--- src/rtl/seq_decoder.sv ---
// rtl/seq_decoder.sv - registered one-hot decoder with level, timed pulse and scan modes
`timescale 1ns/1ps
module seq_decoder #(
  parameter  int SEL_W  = 3,
  parameter  int HOLD_W = 4,
  localparam int OUT_W  = 2**SEL_W
) (
  input  logic              clk,
  input  logic              rst_n,
  input  logic              in_valid,
  output logic              in_ready,
  input  logic [SEL_W-1:0]  sel,
  input  logic [1:0]        mode,
  input  logic [HOLD_W-1:0] hold,
  input  logic              abort,
  output logic [OUT_W-1:0]  out,
  output logic              busy,
  output logic              done
);

  typedef enum logic [1:0] {IDLE, LEVEL, PULSE, SCAN} state_t;

  state_t              state_q, state_d;
  logic [OUT_W-1:0]    out_q, out_d;
  logic [HOLD_W-1:0]   cnt_q, cnt_d;
  logic [HOLD_W-1:0]   hold_q, hold_d;
  logic [SEL_W-1:0]    idx_q, idx_d;
  logic                done_q, done_d;
  logic                busy_q, busy_d;
  logic                accept, cnt_zero, last_idx;

  function automatic logic [OUT_W-1:0] onehot(input logic [SEL_W-1:0] i);
    onehot    = '0;
    onehot[i] = 1'b1;
  endfunction

  assign accept   = in_valid && in_ready;
  assign cnt_zero = (cnt_q == '0);
  assign last_idx = (idx_q == '1);

  always_ff @(posedge clk or negedge rst_n) begin
    if (!rst_n) begin
      state_q <= IDLE;
      out_q   <= '0;
      cnt_q   <= '0;
      hold_q  <= '0;
      idx_q   <= '0;
      done_q  <= 1'b0;
      busy_q  <= 1'b0;
    end else begin
      state_q <= state_d;
      out_q   <= out_d;
      cnt_q   <= cnt_d;
      hold_q  <= hold_d;
      idx_q   <= idx_d;
      done_q  <= done_d;
      busy_q  <= busy_d;
    end
  end

  always_comb begin
    state_d = state_q;
    if (abort) begin
      state_d = IDLE;
    end else begin
      case (state_q)
        IDLE, LEVEL: begin
          if (accept) begin
            case (mode)
              2'b00:   state_d = LEVEL;
              2'b01:   state_d = PULSE;
              2'b10:   state_d = SCAN;
              default: state_d = IDLE;
            endcase
          end
        end
        PULSE:   if (cnt_zero) state_d = IDLE;
        SCAN:    if (cnt_zero && last_idx) state_d = IDLE;
        default: state_d = IDLE;
      endcase
    end
  end

  always_comb begin
    out_d    = out_q;
    cnt_d    = cnt_q;
    hold_d   = hold_q;
    idx_d    = idx_q;
    done_d   = 1'b0;
    in_ready = (state_q == IDLE) || (state_q == LEVEL);
    busy_d   = (state_d == PULSE) || (state_d == SCAN);
    if (abort) begin
      out_d = '0;
    end else begin
      case (state_q)
        IDLE, LEVEL: begin
          if (accept) begin
            idx_d  = sel;
            cnt_d  = hold;
            hold_d = hold;
            out_d  = (mode == 2'b11) ? '0 : onehot(sel);
          end
        end
        PULSE: begin
          if (cnt_zero) begin
            out_d  = '0;
            done_d = 1'b1;
          end else begin
            cnt_d = cnt_q - HOLD_W'(1);
          end
        end
        SCAN: begin
          // Each index gets hold+1 cycles; the count reloads from the latched hold.
          if (cnt_zero) begin
            if (last_idx) begin
              out_d  = '0;
              done_d = 1'b1;
            end else begin
              idx_d = idx_q + SEL_W'(1);
              out_d = onehot(idx_q + SEL_W'(1));
              cnt_d = hold_q;
            end
          end else begin
            cnt_d = cnt_q - HOLD_W'(1);
          end
        end
        default: out_d = '0;
      endcase
    end
  end

  assign out  = out_q;
  assign busy = busy_q;
  assign done = done_q;

endmodule

--- config.mk ---
export PLATFORM = sky130hd
export DESIGN_NAME = seq_decoder
export DESIGN_NICKNAME = d
export VERILOG_FILES = /design/src/rtl/seq_decoder.sv
export SDC_FILE = /design/constraint.sdc
export NUM_CORES = 1
export LEC_CHECK = 0
export BUFFER_PORTS_ARGS = -buffer_cell sky130_fd_sc_hd__buf_4
export CORE_ASPECT_RATIO = 1.5
export CORE_MARGIN = 5
export CORE_UTILIZATION = 55
export DETAILED_ROUTE_END_ITERATION = 16
export GPL_TIMING_DRIVEN = 0
export PLACE_DENSITY_LB_ADDON = 0.08
export SYNTH_ARGS = -nofsm -noshare
export SYNTH_HDL_FRONTEND = slang
export SYNTH_SLANG_ARGS = --single-unit
--- constraint.sdc ---
create_clock -name clk -period 3.2 [get_ports clk]
set_input_delay 0.32 -clock clk [delete_from_list [all_inputs] [get_ports clk]]
set_output_delay 0.32 -clock clk [all_outputs]
set_load 0.01 [all_outputs]
Word-level counts from Yosys, hierarchy flattened
Index checks and enable logic that the tools add are counted.
{"block": "totals", "out_inout_bits": 11, "word_cells": 77, "in_bits": 13, "regBits": 23}
{"block": "op_classes", "mux": 31, "eq_ne": 17, "addsub": 2, "bitwise_logic": 1, "n_lt_le_gt_ge": 4, "reduce_logical": 15}
{"operator": "8-bit two-way mux", "n": 6}
{"operator": "8-bit one-hot mux with 3 select lines", "n": 1}
{"operator": "4-bit two-way mux", "n": 4}
{"operator": "2-bit equality test, second input constant", "n": 6}
{"operator": "3-bit != test, second input constant", "n": 4}
{"operator": "2-bit one-hot mux with 3 select lines", "n": 2}
{"operator": "4-bit one-hot mux with 3 select lines", "n": 1}
{"operator": "3-bit two-way mux", "n": 3}
{"operator": "3-bit by 4-bit < comparator with 1-bit output, second input constant", "n": 2}
{"operator": "2-bit two-way mux", "n": 4}
{"operator": "2-bit != test, second input constant", "n": 4}
{"operator": "1-bit demux with 3-bit select", "n": 2}
{"operator": "3-bit by 1-bit greater-or-equal comparator with 1-bit output, second input constant", "n": 2}
{"operator": "1-bit two-way mux", "n": 6}
{"operator": "3-bit one-hot mux with 2 select lines", "n": 1}
{"operator": "3-bit AND reduction", "n": 2}
{"operator": "5-bit AND reduction", "n": 1}
{"operator": "2-bit by 1-bit equality test with 1-bit output, second input constant", "n": 2}
{"operator": "1-bit logical AND", "n": 4}
{"operator": "2-bit zero test", "n": 2}
{"operator": "4-bit zero test", "n": 1}
{"operator": "4-bit AND reduction", "n": 1}
{"operator": "4-bit by 1-bit subtractor with 4-bit output, second input constant", "n": 1}
{"operator": "3-bit by 1-bit adder with 3-bit output, second input constant", "n": 1}
{"operator": "6 further kinds", "n": 7}

Longest topological paths before layout
{"block": "depth", "word_depth": 9, "mapped_depth": 6, "depth_no_buf": 6}

Worst setup path before layout
OpenSTA, ideal clock, no wires.
{"block": "synth_path", "path_kind": "register to register", "startpoint": "reg cnt_q[0]", "endpoint": "reg out_q[6] (netlist: out[6])", "stages_incl_launch_ff": 7, "required_ns": 3.079, "arrival_ns": 1.472, "path_buffers": 0, "setup_slack_ns": 1.607, "path_cell_list": "dfrtp_1 > inv_1 > ha_1 > and4bb_4 > nor3b_4 > nor2_4 > a22o_1"}
{"block": "synth_between", "elab_chain_cells": 3, "elab_cells_between_ends": 4, "cone_classes": "eq/ne (2); reduce/logical (2)"}
{"item": "start, declared", "line_no": "25", "source": "logic [HOLD_W-1:0] cnt_q, cnt_d;"}
{"item": "start signal, assigned", "line_no": "53", "source": "cnt_q <= cnt_d;"}
{"item": "4-bit zero test *", "line_no": "38", "source": "assign cnt_zero = (cnt_q == '0);"}
{"item": "3-bit != test (no source line)"}
{"item": "3-bit AND reduction (no source line) *"}
{"item": "end signal, assigned", "line_no": "52", "source": "out_q <= out_d;"}
{"item": "end, declared", "line_no": "24", "source": "logic [OUT_W-1:0] out_q, out_d;"}
Every way passes the cells marked *; elsewhere a longest branch is shown, timed or not.
A chain may end at the register's enable or synchronous reset.

Worst setup path in the final report
Ends and elaborated chain as after synthesis.

==> results_dict.tcl <==
set metrics [dict create \
    outcome "finished clean" \
    crit_buf_inv 1 \
    grt_pass1_vias 1156 \
    irDropWorstVdd_uv 282 \
    antenna_found_initial 0 \
    grt_use_total 0.186 \
    total_power_mw 0.695 \
    crit_cells 6 \
    seq_power_share 0.509 \
    dr_total_vias 1104 \
    route.met3.wl_microns 161 \
    std_cell_rows 21 \
    tns_ns 0 \
    initial_core_util 0.580 \
    critical-path-top-delay-family "simple AND/OR/NAND/NOR gates" \
    synth_edf_count 0 \
    reg2reg_depth 6 \
    wirelength_microns 2860 \
    finalSetupViolCount 0 \
    rsz0062_at_grt "no" \
    p_switching_mw 0.226 \
    worstSetupStartpoint "cnt_q[0]" \
    drtPass1Iterations 4 \
    clkTransAtPathRegs_ns 0.13 \
    ys.flop_type "dfrtp_1" \
    power_density_nw_per_um2 451 \
    worst_slack_ns 1.41 \
    boundaryPins 24 \
    drc 0 \
    cp_max_fo 9 \
    ys_seq_area_frac 0.439 \
    cp-endpoint "out[6]" \
    die_h_microns 69.8 \
    clock_skew_ns 0.00443 \
    gp_congestion 0.880 \
    htreeDepth 1 \
    insertion_delay_ns 0.32 \
    die_w_microns 49.9 \
    cts_sinks 23 \
    finalCritPeriodShare 0.561 \
    crit_arrival_ns 2.02 \
    worst-setup-path-type "flop to flop" \
    syn_nets 148 \
    hold_viol 0 \
    end_kind "flop" \
    grt_max_degree 24 \
    grt_pass1_wl_microns 5140 \
    top_layer "met4" \
    multiInputGateArea_sq_um 694 \
    sw_frac_of_total 0.325 \
    vias_per_cell 6.20 \
    yosysWarningCount 0 \
    hold-worst-slack_ns 0.229 \
    post-place-ws_ns 1.41 \
    tightest_slew_ns 0.543 \
    cts_tree "done" \
    clockBufferDepth 2 \
    ff2ff_setup_slack_ns 1.41 \
    crit_chain "inv_1 > ha_1 > and4bb_4 > nor3b_4 > nor2_4 > a22o_1" \
    worst_r2r_endpoint "out[6]" \
    reg2reg_from "cnt_q[0]" \
    grt_overflow 0 \
    synthCells 128 \
    hpwlAfterDp_microns 2210 \
    ys_top_cells_by_count "dfrtp_1 (23), a22o_1 (9), nand2_1 (9), nor2_1 (9)" \
    synth.distinct_cells 34 \
    yosysMostFrequentCell "dfrtp_1" \
    antenna_left 0 \
    nFillCells 201 \
    drv_slew 0 \
    ys_seq_elements 23 \
    relSlewSlack 0.638 \
    nets 176 \
    power_leakage_nw 0.723 \
    syn_area_per_cell_sq_um 10.2 \
    timing.fmax_mhz 557 \
    synthArstFlopShare 1.00 \
    critPathMaxStageDelay_ns 0.43 \
    dieArea_sq_um 3480 \
    cts_setup_buffers 0 \
    critical_path_required_ns 3.43 \
    layout_min_cycle_time_ns 1.79 \
    seqCellArea_sq_um 576 \
    power.share.clock 0.203 \
    yosys-top-cells-area "dfrtp_1 (44%), ha_1 (6.7%), a22o_1 (6.0%)" \
    numCtsBuffers 3 \
    drtIter0Drc 27 \
    diodes 0 \
    hold_class "input port to flop" \
    area_delta_synth_final_pct 17.6 \
    core_sq_um 2260 \
    cp-start-kind "flop" \
    wl_met1_microns 1120 \
    portBuffers 22 \
    ctsRootBufferMaster "clkbuf_4" \
    cp_slowest_cell "dfrtp_1" \
    synth_top_cell_by_area "dfrtp_1" \
    post-synth-top-area-fraction 0.439 \
    dr_wl_met2_microns 1470 \
    p_comb_frac 0.288 \
    intPower_mw 0.469 \
    detail_route.wl_per_cell_microns 16.1 \
    cap_viol_max_count 0 \
    drive_gt1_frac 0.252 \
    syn_area_sq_um 1310 \
]
## cells in the final DEF, fill, tap and decap left out, drive strengths merged
cell         count
o21ai            4
o211ai           3
nand4b           1
nor2            10
and2             1
mux2i            2
dlygate4sd3      1
nand2b           7
a21oi            7
buf             25
a31oi            5
nor3             1
o22ai            6
o32ai            3
nor3b            2
clkbuf           4
or2              1
nand2            9
o2bb2ai          1
nand4bb          1
o21a             2
dfrtp           23
o21bai           1
ha               7
or3              4
mux2             4
and4bb           2
a211oi           2
inv              7
a22o             9
## timing repair
item / CTS / global route
gates resized for setup: 0 / 0
hold buffers: 1 / 0
hold endpoints to repair: 23 / 0
## worst min-delay path by stage
stage / from / end / cells after the start
final: hold[1] / hold_q[1] / 2
after global routing: hold[3] / hold_q[3] / 2
after CTS: hold[1] / hold_q[1] / 2
after detailed placement: rst_n / out[0] / 1
after global placement: rst_n / out[2] / 1
after floorplan: rst_n / busy / 0
## stage by stage
step / area [sq um] / instances / util
6_report: 1540 / 178 / 0.682
5_1_grt: 1540 / 178 / 0.682
4_1_cts: 1540 / 178 / 0.682
3_5_place_dp: 1510 / 173 / 0.666
3_3_place_gp: 1510 / 173 / 0.666
2_1_floorplan: 1310 / 128 / -
## state kept, by name, indices dropped and copies added (netlist names)
register	count
out	8
idx_q	3
busy	1
hold_q	4
state_q	2
done	1
cnt_q	4
## metal layers
layer,track usage,up-vias
met5,0,-
met2,0.313,36
met4,0.102,0
met1,0.206,525
li1,-,531
met3,0.0495,12
## layout make-up
class | instances | area share
plain buffers | 3 | 0.00974
clock buffers | 4 | 0.0170
inverters | 7 | 0.0170
multi-input cells | 95 | 0.450
flip-flops and latches | 23 | 0.373
well taps | 23 | 0.0187
repair buffers | 23 | 0.114
## worst reg2reg max path: cells and delay by family, from the launching register on
family          cells  cell delay [ns]
fa+ha+maj           1             0.22
flops               1             0.43
simple gates        3             0.75
buf+inv             1             0.09
compound gates      1             0.22
## cell families (layout without fill, tap and decap cells)
family                     after synthesis  count (layout)  synth area share
adders and majority gates                7               7            0.0668
and+or+nand+nor                         39              39             0.183
buffers and inverters                   10              37            0.0315
muxes                                    6               6            0.0496
AOI/OAI and AO/OA                       43              43             0.230
DFF                                     23              23             0.439
## power by group through the flow
stage               registers, mW  logic [mW]  clock network (mW)
floorplan                   0.354       0.140                   0
global placement            0.358       0.191                   0
detailed placement          0.360       0.199                   0
CTS                         0.354       0.201               0.140
global route                0.360       0.226               0.159
finish                      0.354       0.201               0.141
No activity file was read; power rests on OpenSTA's default activity.
